$ cat src/rtl/perf_cnt_pkg.sv
// Shared mode encoding for the performance counter bank and its channels.
package perf_cnt_pkg;

    typedef enum logic [1:0] {
        CNT_WRAP    = 2'b00,
        CNT_SAT     = 2'b01,
        CNT_ONESHOT = 2'b10,
        CNT_RELOAD  = 2'b11
    } cnt_mode_e;

    localparam logic [1:0] MODE_WRAP    = 2'b00;
    localparam logic [1:0] MODE_SAT     = 2'b01;
    localparam logic [1:0] MODE_ONESHOT = 2'b10;
    localparam logic [1:0] MODE_RELOAD  = 2'b11;

endpackage

$ cat src/rtl/perf_cnt_channel.sv
// One counter channel: count, sticky overflow, one-shot halt and compare-match pulse.
module perf_cnt_channel
    import perf_cnt_pkg::*;
#(
    parameter int WIDTH = 32
) (
    input  logic             clk,
    input  logic             rst,
    input  logic             en_i,
    input  logic             inc_i,
    input  logic             clr_i,
    input  logic [1:0]       mode_i,
    input  logic [WIDTH-1:0] cmp_val_i,
    input  logic             ovf_clr_i,
    output logic [WIDTH-1:0] count_o,
    output logic             match_o,
    output logic             ovf_o,
    output logic             halted_o
);

    logic [WIDTH-1:0] count_q, count_d, count_nxt;
    logic             match_q, match_d;
    logic             ovf_q, ovf_d, ovf_set;
    logic             halted_q, halted_d;
    logic             at_max, cmp_hit;
    cnt_mode_e        mode_e;

    assign mode_e    = cnt_mode_e'(mode_i);
    assign count_nxt = count_q + 1'b1;
    assign at_max    = &count_q;
    // A zero compare value disables matching so the channel falls back to wrapping.
    assign cmp_hit   = (cmp_val_i != '0) && (count_nxt == cmp_val_i);

    always_comb begin
        count_d  = count_q;
        match_d  = 1'b0;
        halted_d = halted_q;
        ovf_set  = 1'b0;
        if (clr_i) begin
            count_d  = '0;
            halted_d = 1'b0;
        end else if (en_i && inc_i && !halted_q) begin
            count_d = count_nxt;
            ovf_set = at_max;
            case (mode_e)
                CNT_SAT: begin
                    if (at_max) count_d = count_q;
                end
                CNT_ONESHOT: begin
                    if (cmp_hit) begin
                        count_d  = cmp_val_i;
                        match_d  = 1'b1;
                        halted_d = 1'b1;
                        ovf_set  = 1'b0;
                    end
                end
                CNT_RELOAD: begin
                    if (cmp_hit) begin
                        count_d = '0;
                        match_d = 1'b1;
                        ovf_set = 1'b0;
                    end
                end
                default: ;
            endcase
        end
        ovf_d = ovf_set ? 1'b1 : (ovf_clr_i ? 1'b0 : ovf_q);
    end

    always_ff @(posedge clk) begin
        if (rst) begin
            count_q  <= '0;
            match_q  <= 1'b0;
            ovf_q    <= 1'b0;
            halted_q <= 1'b0;
        end else begin
            count_q  <= count_d;
            match_q  <= match_d;
            ovf_q    <= ovf_d;
            halted_q <= halted_d;
        end
    end

    assign count_o  = count_q;
    assign match_o  = match_q;
    assign ovf_o    = ovf_q;
    assign halted_o = halted_q;

endmodule

$ cat src/rtl/perf_event_counter_bank.sv
// Bank of NUM_CH event counters with atomic snapshot shadows and a registered read port.
module perf_event_counter_bank
    import perf_cnt_pkg::*;
#(
    parameter  int NUM_CH = 4,
    parameter  int WIDTH  = 32,
    localparam int CH_W   = (NUM_CH > 1) ? $clog2(NUM_CH) : 1
) (
    input  logic                    clk,
    input  logic                    rst,
    input  logic [NUM_CH-1:0]       en,
    input  logic [NUM_CH-1:0]       inc,
    input  logic [NUM_CH-1:0]       clr,
    input  logic [2*NUM_CH-1:0]     mode,
    input  logic [NUM_CH*WIDTH-1:0] cmp_val,
    input  logic [NUM_CH-1:0]       ovf_clr,
    input  logic                    snap,
    input  logic                    rd_req,
    input  logic [CH_W-1:0]         rd_ch,
    input  logic                    rd_shadow,
    output logic [NUM_CH*WIDTH-1:0] count,
    output logic [NUM_CH-1:0]       match,
    output logic [NUM_CH-1:0]       ovf,
    output logic [NUM_CH-1:0]       halted,
    output logic                    rd_valid,
    output logic [WIDTH-1:0]        rd_data
);

    logic [WIDTH-1:0] shadow_q [NUM_CH];
    logic [WIDTH-1:0] rd_data_q, rd_data_d;
    logic             rd_valid_q;

    for (genvar i = 0; i < NUM_CH; i++) begin : g_ch
        perf_cnt_channel #(.WIDTH(WIDTH)) u_ch (
            .clk       (clk),
            .rst       (rst),
            .en_i      (en[i]),
            .inc_i     (inc[i]),
            .clr_i     (clr[i]),
            .mode_i    (mode[2*i +: 2]),
            .cmp_val_i (cmp_val[WIDTH*i +: WIDTH]),
            .ovf_clr_i (ovf_clr[i]),
            .count_o   (count[WIDTH*i +: WIDTH]),
            .match_o   (match[i]),
            .ovf_o     (ovf[i]),
            .halted_o  (halted[i])
        );
    end

    // Snapshot samples the registered counts, i.e. the values before this edge's update.
    always_ff @(posedge clk) begin
        if (rst) begin
            for (int i = 0; i < NUM_CH; i++) shadow_q[i] <= '0;
        end else if (snap) begin
            for (int i = 0; i < NUM_CH; i++) shadow_q[i] <= count[WIDTH*i +: WIDTH];
        end
    end

    // Out-of-range channel numbers match no loop index and read as zero.
    always_comb begin
        rd_data_d = '0;
        if (rd_req) begin
            for (int i = 0; i < NUM_CH; i++) begin
                if (rd_ch == CH_W'(i)) begin
                    rd_data_d = rd_shadow ? shadow_q[i] : count[WIDTH*i +: WIDTH];
                end
            end
        end
    end

    always_ff @(posedge clk) begin
        if (rst) begin
            rd_valid_q <= 1'b0;
            rd_data_q  <= '0;
        end else begin
            rd_valid_q <= rd_req;
            rd_data_q  <= rd_data_d;
        end
    end

    assign rd_valid = rd_valid_q;
    assign rd_data  = rd_data_q;

endmodule

$ cat config.mk
export PLATFORM = sky130hd
export DESIGN_NAME = perf_event_counter_bank
export DESIGN_NICKNAME = d
export VERILOG_FILES = /design/src/rtl/perf_cnt_pkg.sv /design/src/rtl/perf_cnt_channel.sv /design/src/rtl/perf_event_counter_bank.sv
export SDC_FILE = /design/constraint.sdc
export NUM_CORES = 1
export LEC_CHECK = 0
export BUFFER_PORTS_ARGS = -buffer_cell sky130_fd_sc_hd__buf_2
export CELL_PAD_IN_SITES_DETAIL_PLACEMENT = 0
export CELL_PAD_IN_SITES_GLOBAL_PLACEMENT = 1
export CORE_AREA = 2 2 219 243
export DETAILED_ROUTE_END_ITERATION = 8
export DIE_AREA = 0 0 221 245
export PLACE_DENSITY = 0.86
export SYNTH_ARGS = -nofsm -noshare
export SYNTH_HDL_FRONTEND = slang
export SYNTH_SLANG_ARGS = --single-unit
$ cat constraint.sdc
create_clock -name clk -period 6.55 [get_ports clk]
set_clock_uncertainty 0.05 [all_clocks]
set_input_delay 0.9825 -clock clk [delete_from_list [all_inputs] [get_ports clk]]
set_output_delay 0.9825 -clock clk [all_outputs]
set_load 0.01 [all_outputs]
==> results of run 1 <==
[sequential cells by signal, indices dropped and copies added, names as in the netlist]
signal              cells
shadow_q              128
g_ch.u_ch.match_o       4
g_ch.u_ch.count_o     128
rd_valid                1
g_ch.u_ch.halted_o      4
rd_data                32
g_ch.u_ch.ovf_o         4
[path summary, 6_finish.rpt]
check / start / end / slack (ns)
worst max-delay path: g_ch[2].u_ch.count_o[0]$_SDFFE_PP0P_ / g_ch[2].u_ch.count_o[11]$_SDFFE_PP0P_ / 1.57
worst min-delay path: g_ch[0].u_ch.ovf_o$_SDFFE_PP0P_ / g_ch[0].u_ch.ovf_o$_SDFFE_PP0P_ / 0.42
worst max register to register: g_ch[2].u_ch.count_o[0]$_SDFFE_PP0P_ / g_ch[2].u_ch.count_o[11]$_SDFFE_PP0P_ / 1.57
worst min register to register: g_ch[0].u_ch.ovf_o$_SDFFE_PP0P_ / g_ch[0].u_ch.ovf_o$_SDFFE_PP0P_ / 0.42
[cell usage after synthesis (all sizes together), types with 12 or more instances]
library cell    n  area, um^2
nand2b         17         106
nand3         141         733
or3            30         188
clkbuf        152         574
and2          143         895
mux4           64        1440
a21o           18         135
and3           50         313
nand2         156         586
a31oi          54         338
a221oi         14         123
dfxtp         173        3460
edfxtp        128        3840
nor3           61         343
a21oi         137         686
buf            77         429
nand4          93         618
or2            12        75.1
nor4           74         497
and4           12         105
nor2          149         572
nor2b          20         125
mux2i          42         420
a211oi         30         240
or4            25         195
xnor2         138        1210
inv            27         101
o21ai          83         415
xor2           52         455
[stage by stage]
step           std cells  power (W)  cell area, um^2  setup WS (ns)
3_5_place_dp        3129    0.00246            22300           1.75
5_1_grt             3195    0.00464            23500           1.36
3_3_place_gp        3129    0.00245            22300           1.86
4_1_cts             3195    0.00454            23500           1.72
6_report            3196    0.00451            23500           1.57
2_1_floorplan       2323    0.00227            20500           3.02
[cells by family (layout without fill, tap and decap cells)]
group	after synthesis	in the layout	share of synthesized area (%)
multiplexers	108	108	9.18
adder cells (fa/ha/maj)	4	4	0.244
buffers and inverters	257	454	5.40
AO/OA/AOI/OAI	444	444	13.9
XOR/XNOR	190	190	8.11
AND/OR/NAND/NOR	1019	1019	27.6
other	0	1	0
flip-flops	301	301	35.6
[cell usage in the layout, fill, tap and decap left out, drive strengths merged, types with 42 or more instances in the layout]
master  synthesis  final
a21oi         137    137
a31oi          54     54
and2          143    143
and3           50     50
buf            77    360
clkbuf        152     44
dfxtp         173    173
edfxtp        128    128
mux2i          42     42
mux4           64     64
nand2         156    156
nand3         141    141
nand4          93     93
nor2          149    149
nor3           61     61
nor4           74     74
o21ai          83     83
xnor2         138    138
xor2           52     52
[worst min-delay path, delay by kind of cell (launching register included)]
family,cells,cell delay [ns]
flops,1,0.33
simple gates,1,0.05
compound gates,1,0.06
[final cells by class]
cell class | count | area (um^2) | area share (%)
multi-input combinational | 1765 | 12100 | 51.7
sequential | 301 | 7310 | 31.2
timing repair buffer | 360 | 1880 | 8.00
clock buffer | 44 | 972 | 4.14
tap | 675 | 845 | 3.60
clock inverter | 22 | 213 | 0.907
inverter | 28 | 105 | 0.448
antenna | 1 | 2.50 | 0.0107
[report_power, final]
| group | internal (W) | leakage [nW] | switching [W] |
|---|---|---|---|
| sequential | 0.00199 | 2.82 | 0.0000180 |
| combinational | 0.000150 | 5.39 | 0.000267 |
| clock | 0.00119 | 0.572 | 0.000899 |
[layer usage]
layer  global-route usage (%)  part of all wire [%]
met2                     45.8                    46
met3                     4.88                   8.7
met1                     40.8                    43
met4                     8.76                   2.8
met5                        0                0.0086
==> reports/summary.txt, run 1 <==
Root Driver -> clkbuf_16
Crit Path Max Fanout -> 48
cts bufs inserted -> 36
Fillers -> 5073
area grow syn2layout -> 14.3%
Die W -> 221 um
number of warnings issued by yosys -> 0
Slowest-stage cell, CP -> nor4_1
pin count of the biggest net entering global routing -> 122
vias in the first global route -> 18800
clock sink total -> 301
maximum clock path buffer count -> 3
via count -> 20100
fin nets -> 2655
R2R depth -> 12
fin util -> 45.2%
Gate Count Post-Synth -> 2323
drt pass-1 iters -> 8
CP required -> 6.99 ns
DRC -> 0
Avg Cell Area, Syn -> 8.83 um^2
Die ar. -> 54100 um^2
Final ANT Viol Nets -> 0
Setup-failing EPs final -> 0
first-pass GRT wire length -> 122 mm
Core Area -> 51900 um^2
FF+latch count, synth -> 301
Sum Neg Setup Slack -> 0 ns
crit end category -> flop
Placer Congestion -> 0.969
gr ovfl total -> 0
Hold WC Path Type -> flop to flop
Ports -> 332
pwr dens -> 192 nW/um^2
syn_nets -> 2486
Clk pin slew, worst setup/hold paths -> 0.06 ns
Cell variety after synth -> 85
final hold vios -> 0
Final Cycle Share -> 76.0%
CP delay by family, top -> simple AND/OR/NAND/NOR gates
GRT Resource Usage Total -> 29.0%
sequential share of the synthesized area -> 35.6%
critical path cell sequence -> ha_1, nand3_2, nor4_1, nand2_1, xnor2_1, nor2_1, nand4_1, or4_4, nor2_1, buf_4, nand4_1, o21ai_0
setup bufs post-CTS -> 0
min Tclk post-route -> 4.98 ns
Slew @ Worst Pin -> 1.18 ns
Die H -> 245 um
Routed WL per cell -> 25.4 um
number of enable flip-flop cells after synthesis -> 128
CTS tree -> built
drt total wl -> 81.2 mm
PortBufs -> 331
Pleak -> 8.78 nW
CP peak stage delay -> 0.90 ns
layout cell share with drive strength beyond 1 -> 21.0%
via/cell ratio -> 6.29
number of max-cap violations -> 0
H-tree levels -> 2
Critical Path Source Type -> flop
CP Depth -> 12
worst ir drop on vdd -> 0.170 mV
Site Rows -> 88
synthesized cell area -> 20500 um^2
Async SR Flop Fraction -> 0%
critical path type -> flop to flop
WHS -> 0.418 ns
Worst-Skew Late Latency -> 0.57 ns
most common flop cell mapped by yosys -> dfxtp_1
fin. max-slew vios -> 0
PostCTS Resize Cnt -> 0
Initial DRC Count -> 2409
Slew HR -> 20.9%
Hold Path Cell Cnt -> 2
Starting Density -> 39.6%
Buf/Inv on CP -> 1
Worst EP arrival -> 5.42 ns
CTS Hold Bufs -> 0
Final HPWL DP -> 59.3 mm
antenna violations before repair -> 3
Max Clk Rate -> 201 MHz
status -> finished, final reports clean
RSZ-0062 raised after global routing -> no
Power figures use the tool's default switching activity.
==> inputs of run 2 (changes only) <==
==> constraint.sdc (replaced) <==
create_clock -name clk -period 4.62 [get_ports clk]
set_clock_uncertainty 0.05 [all_clocks]
set_input_delay 0.693 -clock clk [delete_from_list [all_inputs] [get_ports clk]]
set_output_delay 0.693 -clock clk [all_outputs]
set_load 0.01 [all_outputs]
==> run 2 against run 1 <==
Routed wire length increased by 2.5%. Fmax is 17% higher. Design area rose by 3.1%. First-iteration DRC count fell by 15%. Non-clock buffer count rose by 92. Clock power grew 43%. Die area unchanged. Cell count up 2.8%. Critical path depth fell by 1.
==> reports/summary.txt, run 2 (synthesis results as in run 1) <==
status -> finished, final reports clean
Inst Count DP -> 3220 (+2.9%)
cts bufs inserted -> 36 (unchanged)
fin. max-slew vios -> 0 (unchanged)
worst ir drop on vdd -> 0.276 mV (+62%)
Placer Congestion -> 0.967 (-0.20%)
DRC -> 0 (unchanged)
Pleak -> 9.27 nW (+5.6%)
R2R depth -> 11 (-1)
maximum clock path buffer count -> 3 (unchanged)
Die W -> 221 um (unchanged)
via count -> 20500 (+1.9%)
crit end category -> flop
Final Cycle Share -> 92.4% (+16 points)
Ports -> 332 (unchanged)
Crit path top cell by count -> or4_4
GRT Resource Usage Total -> 29.7% (+0.64 points)
min Tclk post-route -> 4.27 ns (-0.710 ns)
pin count of the biggest net entering global routing -> 129 (+5.7%)
Worst EP arrival -> 4.69 ns (-0.73 ns)
WHS -> 0.337 ns (-0.0812 ns)
Starting Density -> 39.6% (unchanged)
antenna violations before repair -> 2 (-1)
Crit Path Max Fanout -> 33 (-31%)
area grow syn2layout -> 17.8%
Final ANT Viol Nets -> 0 (unchanged)
Critical Path Source Type -> flop
first-pass GRT wire length -> 125 mm (+2.1%)
placed instance area -> 23000 um^2 (+3.2%)
Die ar. -> 54100 um^2 (unchanged)
PostCTS Resize Cnt -> 0 (unchanged)
CP required -> 5.04 ns (-1.95 ns)
Setup-failing EPs final -> 0 (unchanged)
via/cell ratio -> 6.23 (-0.88%)
final instance area -> 24200 um^2 (+3.1%)
Site Rows -> 88 (unchanged)
CTS Hold Bufs -> 0 (unchanged)
layout cell share with drive strength beyond 1 -> 23.7% (+2.6 points)
Clk pin slew, worst setup/hold paths -> 0.07 ns (about the same)
critical path cell sequence -> ha_1, nand3_2, or4_4, nor3_4, buf_4, mux2i_1, nor4_1, nand4b_1, or4_4, or4_1, a31oi_1
most frequent cells in the layout -> buf_2 (330), dfxtp_1 (173), nand2_1 (156)
Sum Neg Setup Slack -> 0 ns (unchanged)
Core Area -> 51900 um^2 (unchanged)
H-tree levels -> 2 (unchanged)
pwr dens -> 266 nW/um^2 (+38%)
Slew @ Worst Pin -> 1.04 ns (-0.141 ns)
Cell Count, Final, Fillers Out -> 3287 (+2.8%)
number of max-cap violations -> 0 (unchanged)
Max Clk Rate -> 234 MHz (+17%)
CP peak stage delay -> 0.66 ns (-0.24 ns)
drt pass-1 iters -> 8 (unchanged)
Fillers -> 4964 (-2.1%)
gr ovfl total -> 0 (unchanged)
Hold WC Path Type -> input pin to flop
final hold vios -> 0 (unchanged)
clock sink total -> 301 (unchanged)
most common cell after layout, fill and taps aside -> buf_2
Hold Path Cell Cnt -> 3 (+1)
Final HPWL DP -> 62.1 mm (+4.6%)
vias in the first global route -> 19600 (+4.5%)
Root Driver -> clkbuf_16
fin nets -> 2747 (+3.5%)
Die H -> 245 um (unchanged)
CTS tree -> built
Slew HR -> 30.9% (+10 points)
setup bufs post-CTS -> 0 (unchanged)
critical path type -> flop to flop
Initial DRC Count -> 2038 (-15%)
PortBufs -> 331 (unchanged)
drt total wl -> 83.2 mm (+2.5%)
RSZ-0062 raised after global routing -> no
Slowest-stage cell, CP -> or4_4
Routed WL per cell -> 25.3 um (-0.32%)
Worst-Skew Late Latency -> 0.57 ns (about the same)
==> run 2: worst paths after layout <==
kind | from | end | slack (ns)
setup / recovery | g_ch[2].u_ch.count_o[0]$_SDFFE_PP0P_ | g_ch[2].u_ch.count_o[28]$_SDFFE_PP0P_ | 0.35
hold / removal | cmp_val[7] | g_ch[0].u_ch.count_o[7]$_SDFFE_PP0P_ | 0.34
setup reg to reg | g_ch[2].u_ch.count_o[0]$_SDFFE_PP0P_ | g_ch[2].u_ch.count_o[28]$_SDFFE_PP0P_ | 0.35
hold reg to reg | g_ch[2].u_ch.ovf_o$_SDFFE_PP0P_ | g_ch[2].u_ch.ovf_o$_SDFFE_PP0P_ | 0.42
==> run 2: critical path: cells and delay by family, from the launching register on <==
family	cells	cell delay (ns)
AOI/OAI and AO/OA	1	0.19
adders and majority gates	1	0.30
muxes	1	0.12
and+or+nand+nor	7	2.78
DFF	1	0.53
buffers and inverters	1	0.20
==> run 2: layout make-up <==
cell class / count / area [um^2] / area share, %
timing repair buffer: 452 / 2590 / 10.7
clock inverter: 22 / 221 / 0.916
multi-input combinational: 1765 / 12100 / 50.2
tap: 675 / 845 / 3.49
inverter: 28 / 105 / 0.435
sequential: 301 / 7310 / 30.2
antenna: 1 / 2.50 / 0.0104
clock buffer: 43 / 968 / 4.01
==> run 2: metrics by stage <==
stage / setup slack [ns] / utilization [%] / power [W]
2_1_floorplan: 1.09 / - / 0.00322
5_1_grt: 0.116 / 46.6 / 0.00660
6_report: 0.350 / 46.6 / 0.00643
3_3_place_gp: 0.197 / 44.3 / 0.00349
4_1_cts: 0.236 / 46.6 / 0.00646
3_5_place_dp: 0.263 / 44.3 / 0.00350
==> run 2: per-layer routing <==
layer	track usage [%]	up-vias	wire, um
met1	40.6	9987	35100
met4	13.6	4	3790
met2	46.0	1117	37700
met3	4.80	219	6620
li1	-	9157	-
met5	0	-	34
==> run 2: power by group <==
part	total (W)	switching [W]	leakage (nW)	internal [W]
Sequential	0.00284	0.0000206	2.82	0.00282
Combinational	0.000609	0.000388	5.88	0.000221
Clock	0.00298	0.00126	0.574	0.00172
Total	0.00643	0.00167	9.27	0.00477
